`src/rtl/uart_tx_if.sv`:
```
// Write port and status bundle between data_memory and the UART transmitter.
// data_memory (master) strobes bytes in and reads back the status flags.
// The serial pin is not part of this bundle; it goes straight to the board.
interface uart_tx_if #(
    parameter int FIFO_DEPTH = 4
);
    logic                          wr_en;
    logic [7:0]                    wr_data;
    logic                          full;
    logic                          busy;
    logic                          overflow;
    logic [$clog2(FIFO_DEPTH):0]   fifo_count;

    modport master (
        output wr_en,
        output wr_data,
        input  full,
        input  busy,
        input  overflow,
        input  fifo_count
    );

    modport slave (
        input  wr_en,
        input  wr_data,
        output full,
        output busy,
        output overflow,
        output fifo_count
    );
endinterface

```
`src/rtl/uart_tx.sv`:
```
// Memory-mapped 8N1 UART transmitter.
// Bytes written by data_memory are queued in a small circular FIFO and shifted
// out LSB first. Back-to-back frames are sent with no idle bit between them.
// reset is asynchronous and active-low; asserting it mid-frame aborts the frame,
// drives the line high and discards everything queued.
module uart_tx #(
    parameter int CLKS_PER_BIT = 417,
    parameter int FIFO_DEPTH   = 4
) (
    input  logic      clk,
    input  logic      reset,
    uart_tx_if.slave  bus,
    output logic      serial_txd
);

    localparam int PW = $clog2(FIFO_DEPTH);
    localparam int CW = PW + 1;
    localparam int BW = (CLKS_PER_BIT > 1) ? $clog2(CLKS_PER_BIT) : 1;

    localparam logic [BW-1:0] BAUD_LAST  = BW'(CLKS_PER_BIT - 1);
    localparam logic [CW-1:0] COUNT_FULL = CW'(FIFO_DEPTH);

    typedef enum logic [1:0] {
        IDLE  = 2'd0,
        START = 2'd1,
        DATA  = 2'd2,
        STOP  = 2'd3
    } state_t;

    state_t          state;
    logic [7:0]      shift_reg;
    logic [BW-1:0]   baud_cnt;
    logic [2:0]      bit_idx;

    logic [7:0]      fifo_mem [FIFO_DEPTH];
    logic [PW-1:0]   wr_ptr;
    logic [PW-1:0]   rd_ptr;
    logic [CW-1:0]   count;
    logic [CW-1:0]   count_next;
    logic            full_q;
    logic            overflow_q;

    logic            baud_end;
    logic            fifo_empty;
    logic            fifo_at_full;
    logic            push;
    logic            pop;
    logic [7:0]      head_byte;

    // Handshake decode: a pop happens whenever the serialiser is ready for a new
    // byte (idle, or finishing a stop bit) and something is queued. A write is
    // accepted only when the FIFO was not full at this edge, even if a pop frees
    // a slot in the same cycle.
    always_comb begin
        baud_end     = (baud_cnt == BAUD_LAST);
        fifo_empty   = (count == '0);
        fifo_at_full = (count == COUNT_FULL);
        head_byte    = fifo_mem[rd_ptr];
        push         = bus.wr_en && !fifo_at_full;
        pop          = !fifo_empty && ((state == IDLE) || ((state == STOP) && baud_end));
        count_next   = count;
        case ({push, pop})
            2'b10:   count_next = count + CW'(1);
            2'b01:   count_next = count - CW'(1);
            default: count_next = count;
        endcase
    end

    // FIFO storage; contents need no reset because the pointers and count gate every read.
    always_ff @(posedge clk) begin
        if (push) begin
            fifo_mem[wr_ptr] <= bus.wr_data;
        end
    end

    // FIFO pointers, occupancy and the status flags returned to data_memory.
    always_ff @(posedge clk or negedge reset) begin
        if (!reset) begin
            wr_ptr     <= '0;
            rd_ptr     <= '0;
            count      <= '0;
            full_q     <= 1'b0;
            overflow_q <= 1'b0;
        end else begin
            if (push) begin
                wr_ptr <= wr_ptr + PW'(1);
            end
            if (pop) begin
                rd_ptr <= rd_ptr + PW'(1);
            end
            count  <= count_next;
            full_q <= (count_next == COUNT_FULL);
            if (bus.wr_en && fifo_at_full) begin
                overflow_q <= 1'b1;
            end
        end
    end

    // Serialiser: start bit, eight data bits LSB first, stop bit, each held CLKS_PER_BIT cycles.
    always_ff @(posedge clk or negedge reset) begin
        if (!reset) begin
            state      <= IDLE;
            serial_txd <= 1'b1;
            shift_reg  <= '0;
            baud_cnt   <= '0;
            bit_idx    <= '0;
        end else begin
            case (state)
                IDLE: begin
                    serial_txd <= 1'b1;
                    baud_cnt   <= '0;
                    bit_idx    <= '0;
                    if (pop) begin
                        shift_reg  <= head_byte;
                        serial_txd <= 1'b0;
                        state      <= START;
                    end
                end
                START: begin
                    if (baud_end) begin
                        baud_cnt   <= '0;
                        bit_idx    <= '0;
                        serial_txd <= shift_reg[0];
                        state      <= DATA;
                    end else begin
                        baud_cnt <= baud_cnt + BW'(1);
                    end
                end
                DATA: begin
                    if (baud_end) begin
                        baud_cnt <= '0;
                        if (bit_idx == 3'd7) begin
                            bit_idx    <= '0;
                            serial_txd <= 1'b1;
                            state      <= STOP;
                        end else begin
                            bit_idx    <= bit_idx + 3'd1;
                            shift_reg  <= shift_reg >> 1;
                            serial_txd <= shift_reg[1];
                        end
                    end else begin
                        baud_cnt <= baud_cnt + BW'(1);
                    end
                end
                STOP: begin
                    if (baud_end) begin
                        baud_cnt <= '0;
                        if (pop) begin
                            shift_reg  <= head_byte;
                            serial_txd <= 1'b0;
                            state      <= START;
                        end else begin
                            state <= IDLE;
                        end
                    end else begin
                        baud_cnt <= baud_cnt + BW'(1);
                    end
                end
                default: begin
                    state      <= IDLE;
                    serial_txd <= 1'b1;
                end
            endcase
        end
    end

    assign bus.full       = full_q;
    assign bus.overflow   = overflow_q;
    assign bus.fifo_count = count;
    assign bus.busy       = (state != IDLE) || (count != '0);

endmodule

```
`src/flat_wrapper.sv`:
```
// flat-port wrapper written by rule: the top's interface ports become plain ports
module uart_tx_flat 
#(
    parameter int CLKS_PER_BIT = 417,
    parameter int FIFO_DEPTH   = 4
)
  (clk, reset, serial_txd, bus_wr_en, bus_wr_data, bus_full, bus_busy, bus_overflow, bus_fifo_count);
  uart_tx_if #(.FIFO_DEPTH(FIFO_DEPTH)) bus_i ();
  input  logic clk;
  input  logic reset;
  output logic serial_txd;
  input wire logic [$bits(bus_i.wr_en)-1:0] bus_wr_en;
  input wire logic [$bits(bus_i.wr_data)-1:0] bus_wr_data;
  output wire logic [$bits(bus_i.full)-1:0] bus_full;
  output wire logic [$bits(bus_i.busy)-1:0] bus_busy;
  output wire logic [$bits(bus_i.overflow)-1:0] bus_overflow;
  output wire logic [$bits(bus_i.fifo_count)-1:0] bus_fifo_count;
  assign bus_i.wr_en = bus_wr_en;
  assign bus_i.wr_data = bus_wr_data;
  assign bus_full = bus_i.full;
  assign bus_busy = bus_i.busy;
  assign bus_overflow = bus_i.overflow;
  assign bus_fifo_count = bus_i.fifo_count;
  uart_tx #(.CLKS_PER_BIT(CLKS_PER_BIT), .FIFO_DEPTH(FIFO_DEPTH)) u_core (.clk(clk), .reset(reset), .bus(bus_i), .serial_txd(serial_txd));
endmodule
```
`config.mk`:
```
export PLATFORM = sky130hd
export DESIGN_NAME = uart_tx_flat
export DESIGN_NICKNAME = d
export VERILOG_FILES = /design/src/rtl/uart_tx_if.sv /design/src/rtl/uart_tx.sv /design/src/flat_wrapper.sv
export SDC_FILE = /design/constraint.sdc
export NUM_CORES = 1
export LEC_CHECK = 0
export ABC_AREA = 1
export CORE_AREA = 2 2 97 99
export CTS_CLUSTER_SIZE = 12
export DETAILED_ROUTE_END_ITERATION = 8
export DIE_AREA = 0 0 99 101
export PLACE_DENSITY = 0.55
export SLEW_MARGIN = 20
export SYNTH_ARGS = -nofsm -noshare
export SYNTH_HDL_FRONTEND = slang
export SYNTH_SLANG_ARGS = --single-unit
```
`constraint.sdc`:
```
create_clock -name clk -period 2.3 [get_ports clk]
set_input_delay 0.345 -clock clk [delete_from_list [all_inputs] [get_ports clk]]
set_output_delay 0.345 -clock clk [all_outputs]
set_load 0.005 [all_outputs]
```
# Word level (Yosys, flattened, before mapping)
# Memory sizes are Yosys's and may differ from the RTL's.
# Index checks and enable logic that the tools add are counted.
# word_totals
register_bits	32
in_bits	11
memories	1
word_cells	80
out_inout_bits	7
ram_bits	32
# mem_list
memory	words	word_bits	rd	rd_ports_with_merged_regs	wr	line_no	text
u_core.fifo_mem	4	8	1	0	1	uart_tx.sv:35	logic [7:0] fifo_mem [FIFO_DEPTH];
# classes
mux	28
addsub	6
reduce_logical	19
n_eq_ne	16
# ops
op	n
$mux W8	4
$pmux W8 S3	1
$pmux W9 S2	1
$ne A2 B1 Y1 const B	6
$mux W2	5
$add A9 B1 Y9 const B	1
$eq A3 B3 Y1 const B	3
$eq A9 B9 Y1 const B	1
$mux W1	9
$mux W3	3
$mux W9	1
$pmux W3 S3	1
$reduce_bool A3 Y1	3
$pmux W2 S4	1
$reduce_and A4 Y1	2
$add A3 B1 Y3 const B	2
$eq A2 B2 Y1 const B	3
$pmux W3 S2	1
$reduce_and A5 Y1	1
$add A2 B1 Y2 const B	2
$eq A2 B1 Y1 const B	2
$logic_and A1 B1 Y1	4
$pmux W1 S4	1
$logic_not A3 Y1	1
other kinds (8)	10

# Longest topological paths before layout
# depth
depth_word	7
ltp_mapped	16
mapped_depth_nobuf	16

# Least setup slack after synthesis
# OpenSTA, ideal clock, no wires.
# synth_timing
path_kind	reg2reg
startpoint	reg u_core.baud_cnt[0]
endpoint	reg u_core.full_q, in the netlist u_core.bus.full
required_ps	2212
setup_ps	88
n_path_buf	0
path_slack_ps	-64
t_arrival_ps	2276
path_stages_with_launch	17
synth_period_minus_slack_ps	2364
cell_sequence	dfrtp_1 inv_1 ha_1 nand2_1 nor2_2 nand2_4 nand2_4 nand2_4 inv_1 ha_1 inv_1 fa_1 nor2_1 nor2_1 nand2_1 xor2_1 nor3b_1
# synth_via
elab_chain_cells	7
elab_cells_between_ends	8
cone_classes	4 x eq/ne; 1 x mux; 3 x reduce/logical
# synth_rtl
element	line_no	text
start: declaration	uart_tx.sv:32	logic [BW-1:0] baud_cnt;
start signal: assignment	uart_tx.sv:126	baud_cnt <= baud_cnt + BW'(1);
start signal: assignment	uart_tx.sv:142	baud_cnt <= baud_cnt + BW'(1);
start signal: assignment	uart_tx.sv:156	baud_cnt <= baud_cnt + BW'(1);
$eq A9 B9 Y1 *	uart_tx.sv:55	baud_end = (baud_cnt == BAUD_LAST);
$logic_and A1 B1 Y1 *	uart_tx.sv:60	pop = !fifo_empty && ((state == IDLE) || ((state == STOP) && baud_end));
$logic_or A1 B1 Y1 *	uart_tx.sv:60	
$logic_and A1 B1 Y1 *	uart_tx.sv:60	
$eq A2 B1 Y1 / $eq A2 B2 Y1 (equally long branches)	uart_tx.sv:62	case ({push, pop})
$pmux W3 S2 *	uart_tx.sv:62	
named net u_core.count_next[2]	uart_tx.sv:39	logic [CW-1:0] count_next;
$eq A3 B3 Y1 *	uart_tx.sv:92	full_q <= (count_next == COUNT_FULL);
end signal: assignment	uart_tx.sv:92	
end: declaration	uart_tx.sv:40	logic full_q;
# The timed path passes the listed nets; every way through them passes the cells marked *.
# A chain may end at the register's enable or synchronous reset.

# Worst setup path after layout
# layout_timing
startpoint	reg u_core.baud_cnt[1]
endpoint	reg u_core.full_q, in the netlist u_core.bus.full
# The elaborated chain is that of the path after synthesis.

==> impl_metrics.toml <==
[floorplanning]
dieHeight_microns = 101
dieArea_sq_mm = 0.0100
initial_core_util_pct = 34.2
rows = 35
core_sq_mm = 0.00898
dieWidth_microns = 99
pin_count = 18

[logic_synthesis]
syn_nets = 339
synth_area_leader_cell = "edfxtp_1"
yosysWarnings = 0
ys_ff_latch = 64
syn_area_sq_mm = 0.00307
yosysMostFrequentCell = "nand2_1"
synthCells = 313
synth.top_cell.area_share_pct = 31.3
ys_async_sr_fraction_pct = 50.0
synth-edff-count = 32
ys_seq_area_share_pct = 57.3
synth_common_cells = "nand2_1, nand3_1, edfxtp_1, dfrtp_1, inv_1"
synth_ff_type = "edfxtp_1"
synth_area_per_cell_sq_um = 9.82
ys_types = 31
synth.area.top_cells = "edfxtp_1, dfrtp_1, nand2_1"

[global_routing]
antenna_found_initial = 0
grt_pass1_wl_mm = 9.81
grt_max_degree = 33
gr-usage-all-layers_pct = 12.7
overflow = 0
grt_pass1_vias = 2082

[critical_path]
endpoint_kind = "flip-flop"
critical_path_arrival_ns = 2.47
r2r_start = "u_core.baud_cnt[1]"
worst-path-stages = 16
setup.worst_path.start_class = "flip-flop"
cpMaxStageDelayCell = "dfrtp_1"
critPathBufInv = 3
path_class = "flip-flop to flip-flop"
slowest_delay_ns = 0.41
reg2reg_depth = 16
path_delay_family = "simple AND/OR/NAND/NOR gates"
cp_common_cell = "nand2_4"
r2r_setup_slack_ns = 0.10
worstPathRequired_ns = 2.57
critical_path.cell_chain = "inv_2, ha_4, nand2_2, nor2_4, nand2_4, nand2_4, nand2_4, inv_4, ha_4, inv_2, fa_2, nor2_1, nor2_1, nand2_1, xor2_1, nor3b_2"
path_max_fanout = 3
regToRegEndpoint = "u_core.bus.full"

[place]
place_congestion = 0.750
port_buffers = 17
hpwl_mm = 3.94
place_ws_ns = 0.0166
placed_area_sq_mm = 0.00349

[clock_tree]
cts.clk_slew.worst_paths_ns = 0.08
clk_latency_ns = 0.35
cts_root_buffer = "clkbuf_8"
cts_max_path_buffers = 2
cts_tree = "yes"
htreeDepth = 3
cts_made_buffers = 9
numClockSinks = 64

[power]
p_total_mw = 3.07
static-leakage-power_nw = 1.68
peakVddDrop_uv = 440
p_per_area_mw_per_mm2 = 811

[route]
drc = 0
drt-total-wl_mm = 5.84
viasPerCell = 4.59
ant_nets = 0
post_drt_wl_per_cell_microns = 12.4
dr.pass1.iters = 4
drt_iter0_markers = 71
via_count = 2164

[timing]
clock_skew_ns = 0.0132
tightest_slew_ns = 0.493
layout_setup_ws_ns = 0.100
final-setup-viol-count = 0
slew_violations = 0
period_minus_slack_ns = 2.20
hold_violations = 0
timing.fmax_mhz = 455
relSlewSlack_pct = 67.2
period_share_pct = 95.7

[run]
cap_violations = 0

[status]
outcome = "finished, final reports clean"

[layout]
layout-drive-gt1-share_pct = 18.6
nets = 381
antenna_cells = 0
synthToLayoutAreaGrowth_pct = 23.0
stdcell_area_sq_mm = 0.00378
largest_register_ff_count = 32

[min_path]
hold_path_class = "input pin to asynchronous set/reset pin"
## final cells by class
cell class	count	area (sq um)
Timing Repair Buffer	37	320
Sequential cell	64	1760
Fill cell	872	5190
Inverter	29	111
Tap cell	111	139
Clock buffer	9	124
Clock inverter	7	104
Multi-Input combinational cell	214	1220
## routing by layer
layer	vias to the layer above	routed length (microns)	track usage (%)
met2	27	2830	21.0
li1	1110	-	-
met5	-	0	0
met4	0	73	4.74
met1	1018	2710	15.7
met3	9	226	4.02
## cell families after synthesis
group | count (synthesis) | synth area share [%]
simple gates | 172 | 26.3
flops | 64 | 57.3
buf+inv | 35 | 4.48
compound gates | 22 | 4.11
fa+ha+maj | 15 | 6.35
xor+xnor | 5 | 1.42
## what timing repair did
item                       CTS  global route
buffers inserted             0             3
pin swaps                    0             6
resized for setup            1            13
hold buffers                 0             0
setup endpoints to repair    1             3
## placed cells by master, fill, tap and decap left out, types with 2 or more instances in the layout
master	instances
dfrtp_1	31
ha_1	11
nand2_4	6
inv_1	22
bufinv_16	2
nand3_1	37
nor2_4	3
clkdlybuf4s50_1	17
ha_4	2
nor3_1	2
inv_2	6
nand2_2	2
nand2_1	91
buf_4	20
clkbuf_8	9
xor2_1	3
clkinvlp_4	2
o21ai_0	9
xnor2_1	2
nor2_1	23
edfxtp_1	32
a21oi_1	8
## power breakdown
part | internal [mW] | switching [mW]
Combinational | 0.239 | 0.282
Clock | 0.622 | 0.471
Sequential | 1.38 | 0.0726
Total | 2.24 | 0.826
## worst register-to-register path: cells and delay by family, from the launching register on
family	cells	cell delay, ns
DFF	1	0.41
and+or+nand+nor	9	0.78
xor gates and xnor gates	1	0.16
buffers and inverters	3	0.19
adders and majority gates	3	0.59
## through the flow
| stage | setup TNS (ns) | instances | utilization [%] | hold WS, ns |
|---|---|---|---|---|
| detailed placement | 0 | 452 | 38.9 | 0.458 |
| finish | 0 | 471 | 42.1 | 0.399 |
| CTS | 0 | 468 | 41.5 | 0.406 |
| global placement | 0 | 452 | 38.9 | 0.455 |
| global route | -0.0407 | 471 | 42.1 | 0.426 |
| floorplan | 0 | 313 | - | 0.0494 |
## worst max path at each step
stage | slack (ns) | startpoint | end
floorplan | 0.02 | u_core.baud_cnt[0] | u_core.bus.full
global placement | 0.05 | u_core.bus.fifo_count[1] | u_core.bus.full
detailed placement | 0.02 | u_core.bus.fifo_count[1] | u_core.bus.full
CTS | 0.003 | u_core.baud_cnt[1] | u_core.bus.full
global route | -0.04 | u_core.baud_cnt[1] | u_core.bus.full
finish | 0.10 | u_core.baud_cnt[1] | u_core.bus.full
Power figures use the tool's default switching activity.
